--- src/rtl/komandara_bram_arb_pkg.sv ---
// Shared helpers for the komandara BRAM arbiter and its round-robin picker.
package komandara_bram_arb_pkg;

    // Index width for N items; never below 1 so N=1 still gets a real signal.
    function automatic int unsigned clog2_min1(input int unsigned n);
        int unsigned w;
        w = 1;
        while ((32'd1 << w) < n) begin
            w++;
        end
        return w;
    endfunction

endpackage

--- src/rtl/komandara_rr_arbiter.sv ---
// N-way round-robin picker: scans from the pointer, emits one-hot grant and binary
// index, and moves the pointer just past the winner when advance is asserted.
module komandara_rr_arbiter
    import komandara_bram_arb_pkg::*;
#(
    parameter int unsigned N = 2,
    localparam int unsigned IDX_W = clog2_min1(N)
) (
    input  logic             i_clk,
    input  logic             i_rst_n,
    input  logic [N-1:0]     i_req,
    input  logic             i_advance,
    output logic [N-1:0]     o_gnt,
    output logic [IDX_W-1:0] o_idx,
    output logic             o_valid
);

    // One extra bit holds ptr+offset before the modulo fold, so non-power-of-2 N wraps cleanly.
    localparam logic [IDX_W:0] N_W = (IDX_W+1)'(N);

    logic [IDX_W-1:0] rr_ptr_q;
    logic [IDX_W-1:0] rr_ptr_d;
    logic [IDX_W:0]   cand;

    always_comb begin
        o_gnt   = '0;
        o_idx   = '0;
        o_valid = 1'b0;
        cand    = '0;
        for (int unsigned i = 0; i < N; i++) begin
            cand = {1'b0, rr_ptr_q} + (IDX_W+1)'(i);
            if (cand >= N_W) begin
                cand = cand - N_W;
            end
            if (!o_valid && i_req[cand[IDX_W-1:0]]) begin
                o_valid                  = 1'b1;
                o_idx                    = cand[IDX_W-1:0];
                o_gnt[cand[IDX_W-1:0]]   = 1'b1;
            end
        end
    end

    always_comb begin
        rr_ptr_d = rr_ptr_q;
        if (i_advance && o_valid) begin
            if (o_idx == IDX_W'(N-1)) begin
                rr_ptr_d = '0;
            end else begin
                rr_ptr_d = o_idx + IDX_W'(1);
            end
        end
    end

    always_ff @(posedge i_clk or negedge i_rst_n) begin
        if (!i_rst_n) begin
            rr_ptr_q <= '0;
        end else begin
            rr_ptr_q <= rr_ptr_d;
        end
    end

endmodule

--- src/rtl/komandara_bram_arbiter.sv ---
// Shares one komandara_bram port between N_REQ masters, one grant per cycle.
// Optional: define KOMANDARA_BRAM_ARB_PRIO0_EN to give requester 0 fixed top priority.
module komandara_bram_arbiter
    import komandara_bram_arb_pkg::*;
#(
    parameter int unsigned N_REQ          = 2,
    parameter int unsigned MEM_ADDR_WIDTH = 14,
    parameter int unsigned DATA_WIDTH     = 32
) (
    input  logic                             i_clk,
    input  logic                             i_rst_n,
    input  logic [N_REQ-1:0]                 i_req,
    input  logic [N_REQ-1:0]                 i_we,
    input  logic [N_REQ*MEM_ADDR_WIDTH-1:0]  i_addr,
    input  logic [N_REQ*DATA_WIDTH-1:0]      i_wdata,
    input  logic [N_REQ*DATA_WIDTH/8-1:0]    i_wstrb,
    output logic [N_REQ-1:0]                 o_gnt,
    output logic [N_REQ-1:0]                 o_rvalid,
    output logic [DATA_WIDTH-1:0]            o_rdata,
    output logic                             m_req,
    output logic                             m_we,
    output logic [MEM_ADDR_WIDTH-1:0]        m_addr,
    output logic [DATA_WIDTH-1:0]            m_wdata,
    output logic [DATA_WIDTH/8-1:0]          m_wstrb,
    input  logic                             m_rvalid,
    input  logic [DATA_WIDTH-1:0]            m_rdata
);

    localparam int unsigned IDX_W  = clog2_min1(N_REQ);
    localparam int unsigned STRB_W = DATA_WIDTH / 8;

    typedef struct packed {
        logic                      we;
        logic [MEM_ADDR_WIDTH-1:0] addr;
        logic [DATA_WIDTH-1:0]     wdata;
        logic [STRB_W-1:0]         wstrb;
    } payload_t;

    payload_t         req_pl [N_REQ];
    payload_t         win_pl;

    logic [N_REQ-1:0] rr_req;
    logic [N_REQ-1:0] rr_gnt;
    logic [IDX_W-1:0] rr_idx;
    logic             rr_valid;
    logic             rr_adv;

    logic [N_REQ-1:0] gnt;
    logic [IDX_W-1:0] win_idx;
    logic             win_valid;

    logic             rd_pend_q;
    logic             rd_pend_d;
    logic [IDX_W-1:0] rd_tag_q;
    logic [IDX_W-1:0] rd_tag_d;

    always_comb begin
        for (int unsigned k = 0; k < N_REQ; k++) begin
            req_pl[k].we    = i_we[k];
            req_pl[k].addr  = i_addr[k*MEM_ADDR_WIDTH +: MEM_ADDR_WIDTH];
            req_pl[k].wdata = i_wdata[k*DATA_WIDTH +: DATA_WIDTH];
            req_pl[k].wstrb = i_wstrb[k*STRB_W +: STRB_W];
        end
    end

    komandara_rr_arbiter #(
        .N (N_REQ)
    ) u_rr (
        .i_clk     (i_clk),
        .i_rst_n   (i_rst_n),
        .i_req     (rr_req),
        .i_advance (rr_adv),
        .o_gnt     (rr_gnt),
        .o_idx     (rr_idx),
        .o_valid   (rr_valid)
    );

`ifdef KOMANDARA_BRAM_ARB_PRIO0_EN
    // Requester 0 is masked from the picker, so the pointer only rotates among 1..N_REQ-1.
    always_comb begin
        rr_req    = i_req;
        rr_req[0] = 1'b0;
        rr_adv    = ~i_req[0];
        if (i_req[0]) begin
            gnt       = '0;
            gnt[0]    = 1'b1;
            win_idx   = '0;
            win_valid = 1'b1;
        end else begin
            gnt       = rr_gnt;
            win_idx   = rr_idx;
            win_valid = rr_valid;
        end
    end
`else
    always_comb begin
        rr_req    = i_req;
        rr_adv    = 1'b1;
        gnt       = rr_gnt;
        win_idx   = rr_idx;
        win_valid = rr_valid;
    end
`endif

    always_comb begin
        win_pl = '0;
        if (win_valid) begin
            win_pl = req_pl[win_idx];
        end
    end

    always_comb begin
        o_gnt   = gnt;
        m_req   = win_valid;
        m_we    = win_pl.we;
        m_addr  = win_pl.addr;
        m_wdata = win_pl.wdata;
        m_wstrb = win_pl.wstrb;
    end

    // Tag is only rewritten by a new read grant, after this cycle's response used it.
    always_comb begin
        rd_pend_d = win_valid & ~win_pl.we;
        rd_tag_d  = rd_tag_q;
        if (rd_pend_d) begin
            rd_tag_d = win_idx;
        end
    end

    always_ff @(posedge i_clk or negedge i_rst_n) begin
        if (!i_rst_n) begin
            rd_pend_q <= 1'b0;
            rd_tag_q  <= '0;
        end else begin
            rd_pend_q <= rd_pend_d;
            rd_tag_q  <= rd_tag_d;
        end
    end

    always_comb begin
        o_rvalid = '0;
        if (m_rvalid && rd_pend_q) begin
            o_rvalid[rd_tag_q] = 1'b1;
        end
    end

    assign o_rdata = m_rdata;

endmodule

--- config.mk ---
export PLATFORM = sky130hd
export DESIGN_NAME = komandara_bram_arbiter
export DESIGN_NICKNAME = d
export VERILOG_FILES = /design/src/rtl/komandara_bram_arb_pkg.sv /design/src/rtl/komandara_rr_arbiter.sv /design/src/rtl/komandara_bram_arbiter.sv
export SDC_FILE = /design/constraint.sdc
export NUM_CORES = 1
export LEC_CHECK = 0
export BUFFER_PORTS_ARGS = -buffer_cell sky130_fd_sc_hd__buf_2
export CORE_AREA = 2 2 88 90
export CTS_CLUSTER_DIAMETER = 200
export DETAILED_ROUTE_END_ITERATION = 7
export DIE_AREA = 0 0 90 92
export PLACE_DENSITY = 0.56
export SLEW_MARGIN = 20
export SYNTH_ARGS = -nofsm -noshare
export SYNTH_HDL_FRONTEND = slang
export SYNTH_SLANG_ARGS = --single-unit
export TNS_END_PERCENT = 1
--- constraint.sdc ---
create_clock -name i_clk -period 1.59 [get_ports i_clk]
set_input_delay 0.2385 -clock i_clk [delete_from_list [all_inputs] [get_ports i_clk]]
set_output_delay 0.2385 -clock i_clk [all_outputs]
set_load 0.1 [all_outputs]
### After elaboration in Yosys (flattened, before gate mapping)

Cells that the tools add are included.

| operators by class | value |
|---|---|
| equal/unequal tests | 0 |
| div/mod/pow operators | 0 |
| bitwise logic cells | 4 |
| multiply operators | 0 |
| shift-type cells | 0 |
| muxes and demuxes | 24 |
| order comparisons | 9 |
| reductions and logical operators | 6 |
| $add $sub $neg | 4 |

Operators by type and width:

| kind | count |
|---|---|
| $mux 51 | 4 |
| $mux 1 | 14 |
| $lt 1x2->1 const B | 3 |
| $mux 2 | 3 |
| $logic_and 1x1->1 | 5 |
| $ge 2x2->1 const B | 2 |
| $demux 1 s1 | 3 |
| $ge 1x1->1 const B | 3 |
| $add 1x1->2 const B | 1 |
| $ge 1x2->1 const B | 1 |
| $not 1->2 | 1 |
| $or 2x2->2 | 1 |
| $sub 1x1->1 const B | 2 |
| $add 1x1->1 const B | 1 |
| $and 1x1->1 | 1 |
| $logic_not 1->1 | 1 |
| $not 1->1 | 1 |

| word-level totals | value |
|---|---|
| word-level logic and storage cells | 50 |
| output and inout bits | 88 |
| memory bits (writable) | 0 |
| input port bits | 139 |
| ROM bits | 0 |
| memories | 0 |
| latch bits | 0 |
| bits in registers | 3 |

### Logic depth before layout (Yosys ltp)

Gate-level depths: netlist of the first run.

| logic depth | value |
|---|---|
| word-level depth | 15 |
| depth in mapped cells | 5 |
| mapped depth without buffers | 4 |

### Hierarchy

Synthesis of the first run repeated with hierarchy kept, for this count alone.

| second synthesis, totals | value |
|---|---|
| cell total of the unflattened synthesis | 165 |
| area total of the unflattened synthesis | 1341.3 um^2 |

Modules (own cells, without submodules):

| module | instances | sequential area each (um^2) | cells each | area each (um^2) |
|---|---|---|---|---|
| komandara_bram_arbiter | 1 | 50.0 | 157 | 1272.5 |
| komandara_rr_arbiter | 1 | 25.0 | 8 | 68.8 |

### Worst setup path after synthesis of the first run

Ideal clock, no wire load.

| timing | value |
|---|---|
| path type | register -> output |
| start point | register u_rr.rr_ptr_q |
| end point | output port m_wdata[20] |
| path buffers | 1 |
| data required time | 1351 ps |
| arrival | 1802 ps |
| cell stages (with the launch flop) | 4 |
| path slack | -450 ps |
| cell sequence | dfrtp_1 -> a21boi_4 -> buf_4 -> a22o_1 |

| on the way | value |
|---|---|
| longest elaborated chain between the ends | 13 |
| elaborated cells on any way between the ends | 22 |
| classes of those cells | add/sub (3); order compare (2); mux (14); bitwise (1); reduce/logical (2) |

Ends and longest elaborated chain:

| element | line | RTL |
|---|---|---|
| from (decl) | komandara_rr_arbiter.sv:21 | `logic [IDX_W-1:0] rr_ptr_q;` |
| from (signal assigned) | komandara_rr_arbiter.sv:58 | `rr_ptr_q <= rr_ptr_d;` |
| $ge 1x2->1 or $sub 1x1->1 (tied branches) | komandara_rr_arbiter.sv:32, komandara_rr_arbiter.sv:33 |  |
| $mux 1 | komandara_rr_arbiter.sv:32 | `if (cand >= N_W) begin` |
| $mux 1 (not written as such) (2 in series) | komandara_rr_arbiter.sv:35 | `if (!o_valid && i_req[cand[IDX_W-1:0]]) begin` |
| $mux 1 | komandara_rr_arbiter.sv:35 |  |
| $logic_not 1->1 | komandara_rr_arbiter.sv:35 |  |
| $logic_and 1x1->1 | komandara_rr_arbiter.sv:35 |  |
| $mux 1 | komandara_rr_arbiter.sv:35 |  |
| $not 1->2 (not written as such) | komandara_bram_arbiter.sv:108 | `win_pl = req_pl[win_idx];` |
| $mux 51 (not written as such) (3 in series) | komandara_bram_arbiter.sv:108 |  |
| $mux 51 * | komandara_bram_arbiter.sv:107 | `if (win_valid) begin` |
| to (decl) | komandara_bram_arbiter.sv:23 | `output logic [DATA_WIDTH-1:0] m_wdata,` |

Mark *: on every way between the ends. The rest lies on a longest branch, timed or not. The select of a mux whose other input is x is not followed.

### Worst setup path after layout of the first run

| timing | value |
|---|---|
| start point | register u_rr.rr_ptr_q |
| end point | output port m_addr[11] |

| on the way | value |
|---|---|
| longest elaborated chain between the ends | 13 |
| elaborated cells on any way between the ends | 22 |
| classes of those cells | add/sub (3); order compare (2); mux (14); bitwise (1); reduce/logical (2) |

Ends and longest elaborated chain:

| element | line | RTL |
|---|---|---|
| $ge 1x2->1 or $sub 1x1->1 (tied branches) | komandara_rr_arbiter.sv:32, komandara_rr_arbiter.sv:33 |  |
| $mux 1 | komandara_rr_arbiter.sv:32 |  |
| $mux 1 (not written as such) (2 in series) | komandara_rr_arbiter.sv:35 |  |
| $mux 1 | komandara_rr_arbiter.sv:35 |  |
| $logic_not 1->1 | komandara_rr_arbiter.sv:35 |  |
| $logic_and 1x1->1 | komandara_rr_arbiter.sv:35 |  |
| $mux 1 | komandara_rr_arbiter.sv:35 |  |
| $not 1->2 (not written as such) | komandara_bram_arbiter.sv:108 |  |
| $mux 51 (not written as such) (3 in series) | komandara_bram_arbiter.sv:108 |  |
| $mux 51 * | komandara_bram_arbiter.sv:107 |  |
| to (decl) | komandara_bram_arbiter.sv:22 | `output logic [MEM_ADDR_WIDTH-1:0] m_addr,` |

Marked as above.

==> impl.org, run 1 <==
** Logic synthesis
- For this run, the register share of the synthesized area comes to 7.71%.
- Synthesis Warnings :: 0
- Number of distinct standard cells referenced by the synthesized netlist :: 21
- Synth top area cells :: sky130_fd_sc_hd__a22o_1 46%, sky130_fd_sc_hd__buf_4 25%, sky130_fd_sc_hd__dfrtp_1 7.7%
- Ys flop type :: sky130_fd_sc_hd__dfrtp_1
- In this run, synthesis produced a sequential element count of 3.
- Most numerous cell in the Yosys netlist :: sky130_fd_sc_hd__a22o_1
- Ys async rst share :: 100%
- Xor/xnor share of the synthesized area :: 0%
- Top cells by instance count after synthesis :: 51 x sky130_fd_sc_hd__a22o_1, 33 x sky130_fd_sc_hd__buf_4, 4 x sky130_fd_sc_hd__buf_2, 4 x sky130_fd_sc_hd__buf_8, 3 x sky130_fd_sc_hd__dfrtp_1
- Count of flip-flops with a built-in enable after synthesis :: 0
- Counting every instance in the synthesized netlist gives 113.
- The synthesized design spends more area on one cell type than any other, namely sky130_fd_sc_hd__a22o_1.
- The portion of synthesized area spent on multiplexers is 0%.
- Largest family of logic cells by synthesized area :: compound AO/OA/AOI/OAI gates
- Mean cell area of the mapped netlist :: 8.61 um2
- When the netlist entered floorplanning its net count stood at 252.
- Post-synthesis compound-gate area fraction :: 50.0%
- Of the total synthesized cell area, the portion taken by full adders, half adders and majority gates is 0%.
- Post-synthesis share of cell area spent on and, or, nand and nor gates :: 5.14%
- The cell area that synthesis handed to floorplanning was 973 um2.
- The synthesized design devotes to its leading area cell type 45.9% of total area.

** Route
- Wire length after detailed routing :: 5250 um
- Dividing the detail-routed wire length by the instance count gives 14.9 um.
- For this run, the detailed router's first-pass iteration total came to 3.
- Via count :: 1450
- Routed wire length on met3 :: 446 um
- The routed design uses 2840 um of met2 wire.
- The detailed router finished its first iteration with 13 violations.
- Wl on met1 :: 1880 um
- Dividing the detail-routed via count by the number of cells gives 4.12.
- For this run, design rule violations remaining after detail routing come to 0.
- Once detail routing completed, the nets flagged for antenna violations numbered 0.
- Routed signal wires occupy layers up through met4.

** STA
- Max Transition Viols Final :: 0
- Slack of the critical path :: -0.190 ns
- Dividing the final minimum period by the clock period gives 112%.
- Final hold violations :: 0
- Relative max-transition margin :: 67.8%
- Clock skew on the completed layout was measured at 0.000258 ns.
- Setup repair after global routing could not meet its margin everywhere.
- Derived from the worst setup path, the maximum achievable clock frequency is 562 MHz.
- Setup violations remaining at the end of the flow were counted as 52.
- At the pin with the least slew margin, the transition time is 0.487 ns.
- Crit path time final :: 1.78 ns

** Placed design
- Timing analysis after detailed placement gives a worst setup slack of -0.131 ns.
- Routability-driven placement finished with a final weighted congestion of 0.652.
- The HPWL after detailed placement is 3670 um.
- In this run the tool buffered the top-level ports with 162 buffer cells.

** Floorplanning
- DIE HEIGHT :: 92 um
- Top-level I/O count :: 227
- The die is 90 um wide.
- Core outline area :: 7450 um2
- Overall die area :: 8280 um2
- Effective utilization at floorplan :: 13.1%
- Row generation in the floorplan step produced 32 rows.

** Setup path
- Buf/Inv on CP :: 4
- The slowest stage of the critical path is the sky130_fd_sc_hd__dfrtp_1 cell.
- Of all nets on the critical path, the largest fanout is 12.
- By startpoint and endpoint, the worst setup path is classified as reg -> out.
- In this run the register-to-register setup slack is 0.29 ns.
- Walking the worst path, the cells encountered are buf_6, a21boi_4, buf_6, buf_12, a22o_1, buf_12.
- On the critical path the largest part of the delay comes from buffers and inverters.
- In this design, the stage delay of the slowest critical-path cell is 0.38 ns.
- Data required time at the worst endpoint :: 1.35 ns
- Startpoint Class :: flop
- The worst setup path is captured at an output pin.
- At the worst endpoint, the arrival time is 1.54 ns.

** Pwr
- Cell leakage power :: 1.42 nW
- Peak VDD IR :: 363 uV
- Power density of the placed cells :: 921 nW/um2
- Power Total :: 2.60 mW

** Clocking
- After clock tree synthesis, the clock-pin slew on the worst setup and hold paths is 0.03 ns.
- The tree built by TritonCTS fans out to 3 sinks.
- TritonCTS built the clock tree.
- The later pin in the worst-skew pair is clocked with a latency of 0.22 ns.
- Maximum count of clock buffers along a single path :: 2
- CTS Root Buffer Type :: sky130_fd_sc_hd__clkbuf_8
- Buffers inserted during clock tree synthesis total 3.
- CTS built an H-tree with a depth of 1.

** Status
- Failing checks :: negative setup slack
- The flow ran to the end, but the final reports show violations.

** Finish
- In the final layout, the share of cells above drive strength 1 is 86.0%.
- 0 antenna diodes ended up in the layout.
- After filler insertion, the fill cell instance count of the layout stands at 743.
- From synthesis to final layout, the design area changed by 190%.
- Number of nets at the end of the flow :: 390

** Run
- Max Cap Violations :: 0

** GRT
- The number of global-route vias before repair was 1385.
- The initial antenna violation count was 0.
- Largest net degree at the start of global routing :: 53
- Global routing used 9.72% of the available tracks across all layers.
- Wire length of the first global-routing pass :: 6640 um
- For this run the aggregate overflow at the end of global routing stands at 0.

** Worst hold path
- The tightest min-delay check is of the in -> reg type.
## logic make-up after synthesis
logic type	Yosys count
compound gates	56
flops	3
buf+inv	45
simple gates	9
## sequential cells by signal, indices dropped and copies added, names as in the netlist
register       flops
u_rr.rr_ptr_q      1
rd_pend_q          1
rd_tag_q           1
## stage by stage
| step | utilization (%) | TNS, ns | area (um2) | std cells | hold slack, ns |
|---|---|---|---|---|---|
| floorplan | - | -12.44 | 987 | 113 | -0.0571 |
| global placement | 32.6 | -2.61 | 2430 | 339 | 0.0370 |
| detailed placement | 32.6 | -5.22 | 2430 | 339 | 0.0387 |
| CTS | 33.7 | -9.47 | 2510 | 344 | 0.240 |
| global route | 37.9 | -11.42 | 2820 | 352 | 0.246 |
| finish | 37.9 | -8.49 | 2820 | 352 | 0.242 |
## placed cells by master (no fill, tap or decap)
cell type | Yosys | layout
sky130_fd_sc_hd__a21boi_4 | 1 | 1
sky130_fd_sc_hd__nor2b_1 | 1 | 1
sky130_fd_sc_hd__clkbuf_16 | 0 | 3
sky130_fd_sc_hd__nor3_1 | 1 | 1
sky130_fd_sc_hd__buf_6 | 0 | 2
sky130_fd_sc_hd__inv_1 | 1 | 1
sky130_fd_sc_hd__clkbuf_1 | 0 | 1
sky130_fd_sc_hd__buf_4 | 33 | 4
sky130_fd_sc_hd__nor2_2 | 0 | 1
sky130_fd_sc_hd__o22ai_1 | 1 | 1
sky130_fd_sc_hd__and3_1 | 1 | 1
sky130_fd_sc_hd__clkbuf_8 | 0 | 3
sky130_fd_sc_hd__or2_2 | 1 | 1
sky130_fd_sc_hd__a21oi_1 | 2 | 2
sky130_fd_sc_hd__dlygate4sd3_1 | 0 | 1
sky130_fd_sc_hd__a22o_4 | 0 | 23
sky130_fd_sc_hd__a22o_1 | 51 | 19
sky130_fd_sc_hd__a22o_2 | 0 | 9
sky130_fd_sc_hd__inv_8 | 0 | 1
sky130_fd_sc_hd__nand2_1 | 1 | 1
sky130_fd_sc_hd__inv_2 | 1 | 1
sky130_fd_sc_hd__inv_12 | 0 | 1
sky130_fd_sc_hd__nand2_4 | 0 | 1
sky130_fd_sc_hd__buf_12 | 1 | 55
sky130_fd_sc_hd__buf_2 | 4 | 109
sky130_fd_sc_hd__o21ai_0 | 1 | 1
sky130_fd_sc_hd__nand2b_1 | 2 | 2
sky130_fd_sc_hd__dfrtp_1 | 3 | 3
## final timing paths
path	depth (start not counted)	to	startpoint
min in group asynchronous	2	rd_pend_q$_DFF_PN0_	i_rst_n
hold reg to reg	2	rd_tag_q$_DFFE_PN0P_	rd_tag_q$_DFFE_PN0P_
max in group asynchronous	2	u_rr.rr_ptr_q$_DFFE_PN0P_	i_rst_n
setup reg to reg	7	rd_pend_q$_DFF_PN0_	u_rr.rr_ptr_q$_DFFE_PN0P_
setup / recovery	6	m_addr[11]	u_rr.rr_ptr_q$_DFFE_PN0P_
hold / removal	2	rd_pend_q$_DFF_PN0_	i_we[1]
## per-layer routing
layer	up-vias	track usage [%]
li1	681	-
met1	666	11.2
met2	91	16.9
met3	12	2.79
met4	0	4.10
met5	-	0
## power breakdown
part           internal (mW)  total (mW)  leakage [nW]  switching (mW)
combinational          0.869        2.28          1.36            1.42
clock                  0.171       0.221        0.0228          0.0502
sequential            0.0869      0.0964        0.0371         0.00945
## cell type report
type / instances / area [um2] / share of cell area [%]
Timing Repair Buffer: 174 / 1780 / 63.2
Multi-Input combinational cell: 65 / 757 / 26.8
Tap cell: 102 / 128 / 4.52
Sequential cell: 3 / 75.1 / 2.66
Clock buffer: 4 / 45.0 / 1.60
Inverter: 3 / 23.8 / 0.842
Timing Repair inverter: 1 / 11.3 / 0.399
## timing repair
item | in CTS | in global routing
endpoints found under the setup margin | 53 | 53
gates resized for setup | 5 | 25
hold endpoints to repair | 3 | 0
hold buffers | 1 | 0
pin swaps | 13 | 20
setup buffers | 0 | 4
gates cloned | 0 | 4
No activity file was read; power rests on OpenSTA's default activity.
==> inputs of run 2 (changes only) <==
- ABC_AREA: default -> 1
- CORE_AREA: 2 2 88 90 -> 2 2 89 91
- CTS_BUF_LIST: default -> sky130_fd_sc_hd__clkbuf_2 sky130_fd_sc_hd__clkbuf_4 sky130_fd_sc_hd__clkbuf_8
- DIE_AREA: 0 0 90 92 -> 0 0 91 93
- PLACE_DENSITY: 0.56 -> 0.58
==> impl.org, run 2 <==
** Status
- The run finished, with violations left.
- The final reports fail on negative setup slack.

** Logic synthesis
- Yosys mapped a number of flops with a built-in enable equal to 0.
- The average instance in the mapped netlist occupies 5.14 um2.
- In the synthesized netlist the dominant register cell turns out to be sky130_fd_sc_hd__dfrtp_1.
- Number of distinct standard cells referenced by the synthesized netlist :: 15
- Top cells by instance count after synthesis :: 109 x sky130_fd_sc_hd__nand2_1, 51 x sky130_fd_sc_hd__nand3_1, 33 x sky130_fd_sc_hd__buf_4, 6 x sky130_fd_sc_hd__buf_6
- Total nets after synthesis :: 368
- In the synthesized netlist, the number of instances is 229.
- Top-area cell type share of the netlist area :: 34.8%
- sky130_fd_sc_hd__nand2_1 takes more of the synthesized area than any other cell.
- Yosys printed 0 warnings.
- Synth top area cells :: sky130_fd_sc_hd__nand2_1 35%, sky130_fd_sc_hd__nand3_1 22%, sky130_fd_sc_hd__buf_4 21%
- Syn Std Cell Area :: 1180 um2
- By instance count, the leading cell after synthesis is sky130_fd_sc_hd__nand2_1.
- Counting flops and latches in the post-synthesis netlist gives 3.
- For this run, the register share of the synthesized area comes to 6.38%.
- Ys async rst share :: 100%

** Setup path
- Data arrival time of the critical path :: 1.43 ns
- STA puts the critical path data required time at 1.35 ns.
- STA classifies the critical path startpoint as a flop.
- The worst setup path is captured at an output pin.
- Crit path max fanout :: 11
- The critical path is of the reg -> out type.

** Floorplanning
- Measured along the y axis, the die boundary spans 93 um.
- Top-level I/O count :: 227
- The floorplan step defined a core boundary enclosing 7530 um2.
- The die is 91 um wide.
- The floorplan step defined a die boundary enclosing 8460 um2.
- For this configuration, the core starts out at a cell density of 15.6%.
- Number of rows created at floorplan :: 32

** Finish
- Most common cell after layout, fill and taps aside :: sky130_fd_sc_hd__buf_2
- Fill cells in the final layout number 769.
- Finished Core Util :: 40.1%
- Final cell area excluding filler cells :: 3020 um2
- 0 antenna diodes ended up in the layout.
- At the end of the flow, the number of nets in the layout was 502.
- Leaving out fill and tap cells, the most frequent cells in the layout are 108 x sky130_fd_sc_hd__buf_2, 59 x sky130_fd_sc_hd__nand2_2, 58 x sky130_fd_sc_hd__buf_12, 51 x sky130_fd_sc_hd__nand3_1, 50 x sky130_fd_sc_hd__nand2_1.
- Multi-input combinational cell area :: 886 um2
- Top Registers :: rd_pend_q: 1 flops, rd_tag_q: 1 flops, u_rr.rr_ptr_q: 1 flops
- Across the whole layout, storage elements account for 75.1 um2.
- Fraction of layout cells with a size suffix above 1 :: 68.5%
- Number of non-filler instances in the completed layout :: 464
- Post-synthesis to final-layout area growth :: 156%

** Clocking
- In this run the deepest clock path goes through 2 buffers.
- Clock Sinks :: 3
- At the later pin of the worst-skew pair, clock insertion delay measures 0.21 ns.
- Clock buffer count from CTS :: 3
- CTS Root Buffer Type :: sky130_fd_sc_hd__clkbuf_8
- Clock-pin slew was measured on the worst setup and hold paths at 0.03 ns.
- Number of H-tree branching levels :: 1
- TritonCTS built the clock tree.

** STA
- The worst pin sits at a relative slew slack of 67.9%.
- The clock arrives with 0.00360 ns of skew.
- Hold slack final :: 0.321 ns
- Max Transition Viols Final :: 0
- Final setup violation count :: 50
- Final TNS setup :: -2.75 ns
- Slack of the critical path :: -0.0752 ns
- Setup repair after global routing could not meet its margin everywhere.
- Actual slew at the worst max-slew pin :: 0.485 ns
- The worst path in the final design needs a cycle of 1.67 ns, including I/O delays and setup.
- The final critical path takes up 105% of the cycle.
- Final hold violations :: 0
- Timing-limited maximum frequency :: 601 MHz

** Route
- Pre-Repair DR Iteration Count :: 4
- Via count :: 1952
- After the first detailed-routing iteration, the DRC count stood at 40.
- The count of nets left with antenna violations once routing finished came out at 0.
- Summed over all nets, wire length on met3 after detailed routing comes to 633 um.
- In the final routed layout, each cell accounts on average for 13.7 um.
- Met2 wirelength from detailed routing :: 3440 um
- Top layer reached by signal wires :: met4
- Wire length after detailed routing :: 6360 um
- Drt via density :: 4.21
- After detailed routing, the wire length on met1 is 2240 um.
- Remaining design rule violation count :: 0

** GRT
- Entering global routing, the biggest net connects 31 pins.
- The first global-routing pass estimated 9260 um of wire.
- Gr ovfl total :: 0
- Vias in the first global route :: 1911
- Global-route total usage across every layer :: 13.5%
- The initial antenna violation count is 0.

** Placed design
- Placed cell count :: 453
- At the end of routability-driven placement, the weighted congestion stood at 0.710.
- The placed instances occupy a cell area of 2690 um2.
- HPWL after detailed placement :: 4970 um
- Number of I/O port buffers :: 162
- Worst slack after detailed placement :: 0.0668 ns

** Pwr
- The design draws 2.57 mW.
- Cell leakage power :: 1.60 nW
- Peak VDD IR :: 274 uV
- Dividing total power by cell area gives a power density of 852 nW/um2.

** Worst hold path
- Hold crit path type :: in -> reg

** Run
- Max Cap Violations :: 0
==> run 2: path summary, 6_finish.rpt <==
path / slack [ns] / startpoint / depth (start not counted) / endpoint
min reg2reg: 0.52 / rd_tag_q$_DFFE_PN0P_ / 2 / rd_tag_q$_DFFE_PN0P_
min: 0.32 / i_we[1] / 4 / rd_tag_q$_DFFE_PN0P_
max: -0.08 / u_rr.rr_ptr_q$_DFFE_PN0P_ / 8 / m_wdata[16]
max in group asynchronous: 1.12 / i_rst_n / 2 / rd_tag_q$_DFFE_PN0P_
min in group asynchronous: 0.35 / i_rst_n / 2 / u_rr.rr_ptr_q$_DFFE_PN0P_
max reg2reg: 0.40 / u_rr.rr_ptr_q$_DFFE_PN0P_ / 6 / rd_tag_q$_DFFE_PN0P_
==> run 2: cell type report <==
cell class	count	share of cell area, %
well taps	102	4.23
multi-input cells	170	29.4
flip-flops and latches	3	2.49
inverters	8	1.24
repair buffers	177	61.1
clock buffers	4	1.62
==> run 2: worst max-delay path: stages, from the launching register on <==
cell,delay [ns]
sky130_fd_sc_hd__dfrtp_1,0.37
sky130_fd_sc_hd__inv_2,0.08
sky130_fd_sc_hd__nand2_4,0.07
sky130_fd_sc_hd__nand2_8,0.14
sky130_fd_sc_hd__inv_8,0.07
sky130_fd_sc_hd__clkbuf_16,0.18
sky130_fd_sc_hd__nand2_1,0.07
sky130_fd_sc_hd__nand2_2,0.07
sky130_fd_sc_hd__buf_12,0.16
==> run 2: what timing repair did <==
item / in CTS / in global routing
pin swaps: 9 / 2
resized for setup: 56 / 9
hold buffers: 1 / 0
endpoints found under the setup margin: 51 / 52
gates cloned: 1 / 2
endpoints found under the hold margin: 3 / 0
setup buffers: 3 / 0
==> run 2: where the power goes <==
group / total (mW) / switching [mW] / leakage (nW) / internal (mW)
combinational: 2.23 / 1.44 / 1.54 / 0.790
clock: 0.236 / 0.0485 / 0.0262 / 0.188
sequential: 0.0979 / 0.00855 / 0.0359 / 0.0893
==> run 2: per-layer routing <==
metal  up-vias  global-route usage [%]
li1        955                       -
met1       872                    14.3
met2       119                    26.4
met3         6                    3.87
met4         0                    3.03
met5         -                       0
==> run 2: kinds of logic (layout without fill, tap and decap cells) <==
family / count (synthesis) / in the layout / synth area share, %
and+or+nand+nor: 167 / 167 / 59.5
buffers and inverters: 56 / 189 / 32.8
AOI/OAI and AO/OA: 3 / 3 / 1.27
DFF: 3 / 3 / 6.38
